File: src/rtl/pin_reset_if.sv
// Pin-reset bundle between the game controller, the H-bridge driver and the pin sensors.
interface pin_reset_if;
    logic       motor_start;
    logic [2:0] pin_raw;
    logic [2:0] pin_state;
    logic       motor_in1;
    logic       motor_in2;
    logic       motor_pwm;
    logic       busy;
    logic       fault;

    modport master (
        output motor_start,
        output pin_raw,
        input  pin_state,
        input  motor_in1,
        input  motor_in2,
        input  motor_pwm,
        input  busy,
        input  fault
    );

    modport slave (
        input  motor_start,
        input  pin_raw,
        output pin_state,
        output motor_in1,
        output motor_in2,
        output motor_pwm,
        output busy,
        output fault
    );
endinterface

File: src/rtl/pin_reset_driver.sv
// Drives the pin-lift H-bridge through PULL/HOLD/BRAKE/RELEASE and debounces the pin sensors.
module pin_reset_driver #(
    parameter int unsigned PWM_PERIOD   = 1000,
    parameter int unsigned PULL_DUTY    = 700,
    parameter int unsigned HOLD_DUTY    = 300,
    parameter int unsigned DEBOUNCE_CYC = 1_000_000,
    parameter int unsigned PULL_TIMEOUT = 150_000_000,
    parameter int unsigned HOLD_CYC     = 20_000_000,
    parameter int unsigned DEAD_CYC     = 100_000,
    parameter int unsigned RELEASE_CYC  = 30_000_000
) (
    input logic        clk,
    input logic        rst,
    pin_reset_if.slave bus
);
    localparam logic [2:0] StIdle    = 3'd0;
    localparam logic [2:0] StPull    = 3'd1;
    localparam logic [2:0] StHold    = 3'd2;
    localparam logic [2:0] StBrake   = 3'd3;
    localparam logic [2:0] StRelease = 3'd4;

    localparam int unsigned TMaxA = (PULL_TIMEOUT > HOLD_CYC) ? PULL_TIMEOUT : HOLD_CYC;
    localparam int unsigned TMaxB = (DEAD_CYC > RELEASE_CYC) ? DEAD_CYC : RELEASE_CYC;
    localparam int unsigned TMax  = (TMaxA > TMaxB) ? TMaxA : TMaxB;
    localparam int unsigned TW    = $clog2(TMax + 1);
    localparam int unsigned PW    = $clog2(PWM_PERIOD + 1);
    localparam int unsigned DW    = $clog2(DEBOUNCE_CYC + 1);

    logic [2:0]    sync1_q, sync2_q, pin_state_q;
    logic [DW-1:0] db_cnt_q [3];
    logic          start_q;
    logic          start_pulse;
    logic [2:0]    state_q, state_d;
    logic          fault_q, fault_d;
    logic [TW-1:0] timer_q;
    logic [PW-1:0] pwm_cnt_q;
    logic [31:0]   duty;
    logic          pwm_q;

    // Sensor path: 2-FF synchroniser, then a per-pin stability counter.
    always_ff @(posedge clk) begin
        if (rst) begin
            sync1_q     <= '0;
            sync2_q     <= '0;
            pin_state_q <= '0;
            for (int i = 0; i < 3; i++) db_cnt_q[i] <= '0;
        end else begin
            sync1_q <= bus.pin_raw;
            sync2_q <= sync1_q;
            for (int i = 0; i < 3; i++) begin
                if (sync2_q[i] == pin_state_q[i]) begin
                    db_cnt_q[i] <= '0;
                end else if (db_cnt_q[i] == DW'(DEBOUNCE_CYC - 1)) begin
                    db_cnt_q[i]    <= '0;
                    pin_state_q[i] <= sync2_q[i];
                end else begin
                    db_cnt_q[i] <= db_cnt_q[i] + 1'b1;
                end
            end
        end
    end

    assign start_pulse = bus.motor_start & ~start_q;

    always_comb begin
        state_d = state_q;
        fault_d = fault_q;
        case (state_q)
            StIdle: begin
                if (start_pulse) begin
                    state_d = StPull;
                    fault_d = 1'b0;
                end
            end
            StPull: begin
                // All-up takes priority over a coincident timeout.
                if (pin_state_q == 3'b111) begin
                    state_d = StHold;
                end else if (timer_q == TW'(PULL_TIMEOUT - 1)) begin
                    state_d = StBrake;
                    fault_d = 1'b1;
                end
            end
            StHold: begin
                if (timer_q >= TW'(HOLD_CYC - 1) && !bus.motor_start) state_d = StBrake;
            end
            StBrake: begin
                if (timer_q == TW'(DEAD_CYC - 1)) state_d = StRelease;
            end
            StRelease: begin
                if (timer_q == TW'(RELEASE_CYC - 1)) state_d = StIdle;
            end
            default: state_d = StIdle;
        endcase
    end

    always_comb begin
        duty = '0;
        case (state_q)
            StPull, StRelease: duty = PULL_DUTY;
            StHold:            duty = HOLD_DUTY;
            default:           duty = '0;
        endcase
    end

    always_ff @(posedge clk) begin
        if (rst) begin
            start_q   <= 1'b0;
            state_q   <= StIdle;
            fault_q   <= 1'b0;
            timer_q   <= '0;
            pwm_cnt_q <= '0;
            pwm_q     <= 1'b0;
        end else begin
            start_q <= bus.motor_start;
            state_q <= state_d;
            fault_q <= fault_d;
            // Saturate so an indefinitely long HOLD never wraps below HOLD_CYC.
            if (state_d != state_q) timer_q <= '0;
            else if (timer_q != '1) timer_q <= timer_q + 1'b1;
            if (pwm_cnt_q == PW'(PWM_PERIOD - 1)) pwm_cnt_q <= '0;
            else pwm_cnt_q <= pwm_cnt_q + 1'b1;
            pwm_q <= (32'(pwm_cnt_q) < duty);
        end
    end

    assign bus.pin_state = pin_state_q;
    assign bus.motor_in1 = (state_q == StPull) || (state_q == StHold);
    assign bus.motor_in2 = (state_q == StRelease);
    assign bus.motor_pwm = pwm_q;
    assign bus.busy      = (state_q != StIdle);
    assign bus.fault     = fault_q;
endmodule
File: src/flat_wrapper.sv
// flat-port wrapper written by rule: the top's interface ports become plain ports
module pin_reset_driver_flat 
#(
    parameter int unsigned PWM_PERIOD   = 1000,
    parameter int unsigned PULL_DUTY    = 700,
    parameter int unsigned HOLD_DUTY    = 300,
    parameter int unsigned DEBOUNCE_CYC = 1_000_000,
    parameter int unsigned PULL_TIMEOUT = 150_000_000,
    parameter int unsigned HOLD_CYC     = 20_000_000,
    parameter int unsigned DEAD_CYC     = 100_000,
    parameter int unsigned RELEASE_CYC  = 30_000_000
)
  (clk, rst, bus_motor_start, bus_pin_raw, bus_pin_state, bus_motor_in1, bus_motor_in2, bus_motor_pwm, bus_busy, bus_fault);
  pin_reset_if bus_i ();
  input logic clk;
  input logic rst;
  input wire logic [$bits(bus_i.motor_start)-1:0] bus_motor_start;
  input wire logic [$bits(bus_i.pin_raw)-1:0] bus_pin_raw;
  output wire logic [$bits(bus_i.pin_state)-1:0] bus_pin_state;
  output wire logic [$bits(bus_i.motor_in1)-1:0] bus_motor_in1;
  output wire logic [$bits(bus_i.motor_in2)-1:0] bus_motor_in2;
  output wire logic [$bits(bus_i.motor_pwm)-1:0] bus_motor_pwm;
  output wire logic [$bits(bus_i.busy)-1:0] bus_busy;
  output wire logic [$bits(bus_i.fault)-1:0] bus_fault;
  assign bus_i.motor_start = bus_motor_start;
  assign bus_i.pin_raw = bus_pin_raw;
  assign bus_pin_state = bus_i.pin_state;
  assign bus_motor_in1 = bus_i.motor_in1;
  assign bus_motor_in2 = bus_i.motor_in2;
  assign bus_motor_pwm = bus_i.motor_pwm;
  assign bus_busy = bus_i.busy;
  assign bus_fault = bus_i.fault;
  pin_reset_driver #(.PWM_PERIOD(PWM_PERIOD), .PULL_DUTY(PULL_DUTY), .HOLD_DUTY(HOLD_DUTY), .DEBOUNCE_CYC(DEBOUNCE_CYC), .PULL_TIMEOUT(PULL_TIMEOUT), .HOLD_CYC(HOLD_CYC), .DEAD_CYC(DEAD_CYC), .RELEASE_CYC(RELEASE_CYC)) u_core (.clk(clk), .rst(rst), .bus(bus_i));
endmodule
File: config.mk
export PLATFORM = sky130hd
export DESIGN_NAME = pin_reset_driver_flat
export DESIGN_NICKNAME = d
export VERILOG_FILES = /design/src/rtl/pin_reset_if.sv /design/src/rtl/pin_reset_driver.sv /design/src/flat_wrapper.sv
export SDC_FILE = /design/constraint.sdc
export NUM_CORES = 1
export LEC_CHECK = 0
export ABC_AREA = 1
export BUFFER_PORTS_ARGS = -buffer_cell sky130_fd_sc_hd__buf_2
export CAP_MARGIN = 15
export CORE_MARGIN = 8
export CORE_UTILIZATION = 60
export CTS_BUF_LIST = sky130_fd_sc_hd__clkbuf_8
export CTS_CLUSTER_SIZE = 24
export DETAILED_ROUTE_END_ITERATION = 10
export PLACE_DENSITY = 0.78
export SLEW_MARGIN = 10
export SYNTH_ARGS = -nofsm -noshare
export SYNTH_HDL_FRONTEND = slang
export SYNTH_SLANG_ARGS = --single-unit
File: constraint.sdc
create_clock -name clk -period 2.6 [get_ports clk]
set_input_delay 0.26 -clock clk [delete_from_list [all_inputs] [get_ports clk]]
set_output_delay 0.26 -clock clk [all_outputs]
set_load 0.005 [all_outputs]
# Word-level counts from Yosys, hierarchy flattened
# Memory sizes are Yosys's and may differ from the RTL's.
# Cells that the tools add are included.
[word_totals]
regBits = 53
mem_bits_rw = 60
in_bits = 6
out_inout_bits = 8
n_memories = 1
[classes]
n_addsub = 5
magnitude_cmp = 2
eq_ne = 20
n_mux = 56
bitwise_logic = 14
n_reduce_logical = 13
[memory_table]
columns = ["name", "words", "word_bits", "rd", "rd_clocked_by_memory_dff", "write_ports", "line", "rtl"]
rows = [
  ["u_core.db_cnt_q", 3, 20, 3, 0, 3, "pin_reset_driver.sv:30", "logic [DW-1:0] db_cnt_q [3];"],
]
[op_table]
columns = ["op", "count"]
rows = [
  ["$mux W20", 9],
  ["$add A20 B1 Y20 const B", 3],
  ["$eq A20 B20 Y1 const B", 3],
  ["$mux W1", 38],
  ["$add A28 B1 Y28 const B", 1],
  ["$eq A28 B17 Y1 const B", 1],
  ["$eq A28 B25 Y1 const B", 1],
  ["$eq A28 B28 Y1 const B", 1],
  ["$ge A28 B25 Y1 const B", 1],
  ["$ne A28 B28 Y1 const B", 1],
  ["$pmux W10 S2", 1],
  ["$mux W3", 6],
  ["$pmux W3 S5", 1],
  ["$add A10 B1 Y10 const B", 1],
  ["$eq A10 B10 Y1 const B", 1],
  ["$lt A10 B10 Y1", 1],
  ["$or A1 B1 Y1", 9],
  ["$eq A3 B2 Y1 const B", 2],
  ["$eq A3 B3 Y1 const B", 2],
  ["$reduce_and A2 Y1", 3],
  ["$reduce_or A2 Y1", 3],
  ["$ne A2 B1 Y1 const B", 2],
  ["$not A1 Y1", 4],
  ["$reduce_and A4 Y1", 1],
  ["12 further kinds", 14],
]

# Longest topological paths before layout
# An unclocked memory read counts as a cell.
[depth]
depth_word = 8
mapped_depth = 15
ltp_nobuf = 14

# Least setup slack after synthesis
# No wires, ideal clock.
[synth_path]
path_type = "register to register"
from = "reg u_core.timer_q[0]"
to = "reg u_core.timer_q[21]"
arrival_time_ns = 1.705
required_ns = 2.476
setup_slack_ns = 0.771
stages_incl_launch_ff = 16
n_path_buf = 1
synth_period_minus_slack_ns = 1.829
path_cell_list = "dfxtp_1 ha_1 nand2_2 nor2_8 nand3_2 nor2_2 nand2_2 nand2_2 nand2_2 nor2_4 nand2_1 nand2_1 nand2_2 nand2_4 buf_12 nor2_4"
[synth_via]
elab_chain_len = 6
[synth_rtl]
columns = ["item", "line", "rtl"]
rows = [
  ["start, declared", "pin_reset_driver.sv:35", "logic [TW-1:0] timer_q;"],
  ["start signal, assigned", "pin_reset_driver.sv:120", "else if (timer_q != '1) timer_q <= timer_q + 1'b1;"],
  ["$ge A28 B25 Y1 or $eq A28 B28 Y1 (tied branches)", "pin_reset_driver.sv:85, pin_reset_driver.sv:79", ""],
  ["$logic_and A1 B1 Y1 or $mux W3 (tied branches)", "pin_reset_driver.sv:85, pin_reset_driver.sv:79", ""],
  ["$mux W3, on equally long branches", "pin_reset_driver.sv:85, pin_reset_driver.sv:77", ""],
  ["$pmux W3 S5", "pin_reset_driver.sv:68", "case (state_q)"],
  ["$ne A3 B3 Y1", "pin_reset_driver.sv:119", "if (state_d != state_q) timer_q <= '0;"],
  ["$reduce_or A2 Y1 (no line)", "-", ""],
]
# Parallel ways exist; a longest one is shown, timed or not.
# A chain may end at the register's enable or synchronous reset.

# Final worst setup path
[layout_path]
from = "reg u_core.timer_q[8]"
to = "reg u_core.timer_q[26]"
# The elaborated chain is that of the path after synthesis.

==> impl_metrics.env <==
export IMPL_run_status="finished clean"
export IMPL_synthTopCellsByArea="edfxtp_1 (27%), dfxtp_1 (16%), nor2_1 (9.6%)"
export IMPL_period_needed_ns=2.14
export IMPL_yosysMostFrequentCell="nor2_1"
export IMPL_drt_iter0_markers=440
export IMPL_max_freq_mhz=468
export IMPL_power_density_mw_per_mm2=537
export IMPL_portBuffers=13
export IMPL_die_height_microns=121
export IMPL_synth_top_flop_cell="edfxtp_1"
export IMPL_grt_pass1_vias=5321
export IMPL_hp_start="bus_pin_raw[1]"
export IMPL_postCtsSetupBuffers=0
export IMPL_avgSynthCellArea_sq_um=7.76
export IMPL_worstPathCellList="nand2_1 -> nor3_1 -> nand4_1 -> nor2_1 -> nand2_1 -> xor2_1 -> nor2_1 -> nor2_4"
export IMPL_peakVddDrop_mv=0.495
export IMPL_first_pass_iters=5
export IMPL_grt_max_degree=29
export IMPL_dp_hpwl_mm=9.99
export IMPL_hold_viol=0
export IMPL_cts_hold_buffers=0
export IMPL_path_delay_family="simple AND/OR/NAND/NOR gates"
export IMPL_num_io_pins=14
export IMPL_nNetsFinal=961
export IMPL_h_tree_depth=4
export IMPL_worst_ep_required_time_ns=2.92
export IMPL_worst_slew_pin_slew_ns=0.561
export IMPL_ys_top_cells_by_count="nor2_1 (170), nand2_1 (135), inv_1 (115)"
export IMPL_slew_viol_final=0
export IMPL_grt_setup_unrepaired="no"
export IMPL_p_leak_uw=0.00316
export IMPL_core_area_sq_mm=0.0108
export IMPL_antennaDiodeCount=0
export IMPL_worstSetupEndpoint="u_core.timer_q[26]"
export IMPL_end_kind="flop"
export IMPL_path_max_fanout=6
export IMPL_vias=5635
export IMPL_ant_nets=0
export IMPL_synth_area_sq_mm=0.00665
export IMPL_initial_core_util_pct=61.4
export IMPL_routabilityCongestion=0.900
export IMPL_fillers=910
export IMPL_hp_class="in2reg"
export IMPL_viasPerCell=5.14
export IMPL_cp_startpoint="u_core.timer_q[8]"
export IMPL_yosys_register_bits=113
export IMPL_synth_edf_count=60
export IMPL_grt_pass1_wl_mm=23.4
export IMPL_die_area_sq_mm=0.0147
export IMPL_cp_start_kind="flop"
export IMPL_ys_types=44
export IMPL_rrSetupSlack_ns=0.46
export IMPL_skew_ns=0.0121
export IMPL_areaGrowthSynthToFinish_pct=13.1
export IMPL_ys_warn_count=0
export IMPL_insertion_delay_ns=0.43
export IMPL_die_w_microns=121
export IMPL_fin_tns_setup_ns=0
export IMPL_synthCells=857
export IMPL_path_class="reg2reg"
export IMPL_antenna_found_initial=0
export IMPL_cts_root_buffer="clkbuf_8"
export IMPL_clkSlewWorstSetupHoldPaths_ns=0.07
export IMPL_cp_slowest_cell="dfxtp_1"
export IMPL_finalSetupViolCount=0
export IMPL_crit_arrival_ns=2.46
export IMPL_wire_per_inst_microns=12.4
export IMPL_post_route_drc_count=0
export IMPL_crit_cells=8
export IMPL_routed_wl_mm=13.6
export IMPL_row_count=38
export IMPL_async_flop_share_pct=0
export IMPL_clockBufferDepth=2
export IMPL_drv_cap=0
export IMPL_cts_sinks=113
export IMPL_critPathBufInv=0
export IMPL_grt_total_usage_pct=19.3
export IMPL_cts_tree="yes"
export IMPL_yosysTopAreaCell="edfxtp_1"
export IMPL_final_core_util_pct=69.4
export IMPL_period_share_pct=82.2
export IMPL_cts_buffers=17
export IMPL_synth_top_area_share_pct=27.1
export IMPL_cpPeakStageDelay_ns=0.47
export IMPL_r2r_cells=8
export IMPL_cts_resized=0
export IMPL_gr_total_overflow=0
export IMPL_crit_reg2reg_launch="u_core.timer_q[8]"
export IMPL_yosysSeqAreaShare_pct=43.0
export IMPL_regToRegEndpoint="u_core.timer_q[26]"
export IMPL_drive_above_1_share_pct=10.7
export IMPL_slew_headroom_pct=62.2
[flip-flops by register name, indices dropped and copies added (netlist names), 3 cells and up]
name / count
u_core.state_q: 3
u_core.pwm_cnt_q: 10
u_core.timer_q: 28
u_core.sync2_q: 3
u_core.sync1_q: 3
u_core.db_cnt_q: 60
u_core.bus.pin_state: 3
[metal layers]
metal,vias up,global-route usage (%),share of wire (%)
met4,0,7.02,1.6
met2,134,32.2,46
met1,2561,24.1,47
li1,2915,-,-
met3,25,3.82,4.5
met5,-,0,0
[power by group]
group | switching (uW) | leakage [uW] | internal (uW)
registers | 45.1 | 0.00105 | 1930
clock network | 725 | 0.000233 | 1110
logic | 155 | 0.00187 | 75.4
[placed cells by master (no fill, tap or decap), types with 13 or more instances in the layout]
master	count
xor2_1	37
conb_1	60
dfxtp_1	53
clkbuf_8	20
nor2_4	21
nand3_1	48
nand2_1	135
inv_1	118
buf_2	13
nor3_1	55
edfxtp_1	60
nand4_1	22
nor2_1	170
a21oi_1	35
[worst min path at each step]
stage / end / slack (ns) / cells past startpoint
5_1_grt: u_core.sync1_q[1] / 0.04 / 3
3_5_place_dp: u_core.sync2_q[2] / 0.40 / 2
4_1_cts: u_core.sync1_q[1] / 0.04 / 3
2_1_floorplan: u_core.bus.pin_state[1] / 0.34 / 1
6_report: u_core.sync1_q[1] / 0.05 / 3
3_3_place_gp: u_core.sync2_q[1] / 0.39 / 2
[kinds of logic after synthesis]
kind of cell	synth area share, %
XOR/XNOR	5.53
buffers and inverters	8.33
flip-flops	43.0
AO/OA/AOI/OAI	5.32
adder cells (fa/ha/maj)	2.07
AND/OR/NAND/NOR	35.7
other	0.0564
[final cells by class]
cell class	instances	area (sq um)	area share, %
Multi-Input combinational cell	670	3460	45.9
Sequential cell	113	2860	38.0
Inverter	121	454	6.03
Clock buffer	20	275	3.66
Tap cell	140	175	2.33
Clock inverter	12	164	2.18
Timing Repair Buffer	21	138	1.83
[worst min-delay path: cells and delay by family]
| family | cells | cell delay [ns] |
|---|---|---|
| buffers and inverters | 2 | 0.14 |
| and+or+nand+nor | 1 | 0.03 |
[through the flow]
stage | worst slack (ns) | area (sq um) | total power (uW) | instances | hold slack, ns
floorplan | 0.771 | 6880 | 2190 | 916 | 0.338
detailed placement | 0.498 | 7090 | 2240 | 1065 | 0.396
CTS | 0.463 | 7530 | 4070 | 1097 | 0.0374
global route | 0.248 | 7530 | 4180 | 1097 | 0.0439
finish | 0.463 | 7530 | 4040 | 1097 | 0.0539
global placement | 0.533 | 7090 | 2240 | 1065 | 0.390
(Power assumes the default switching activity.)
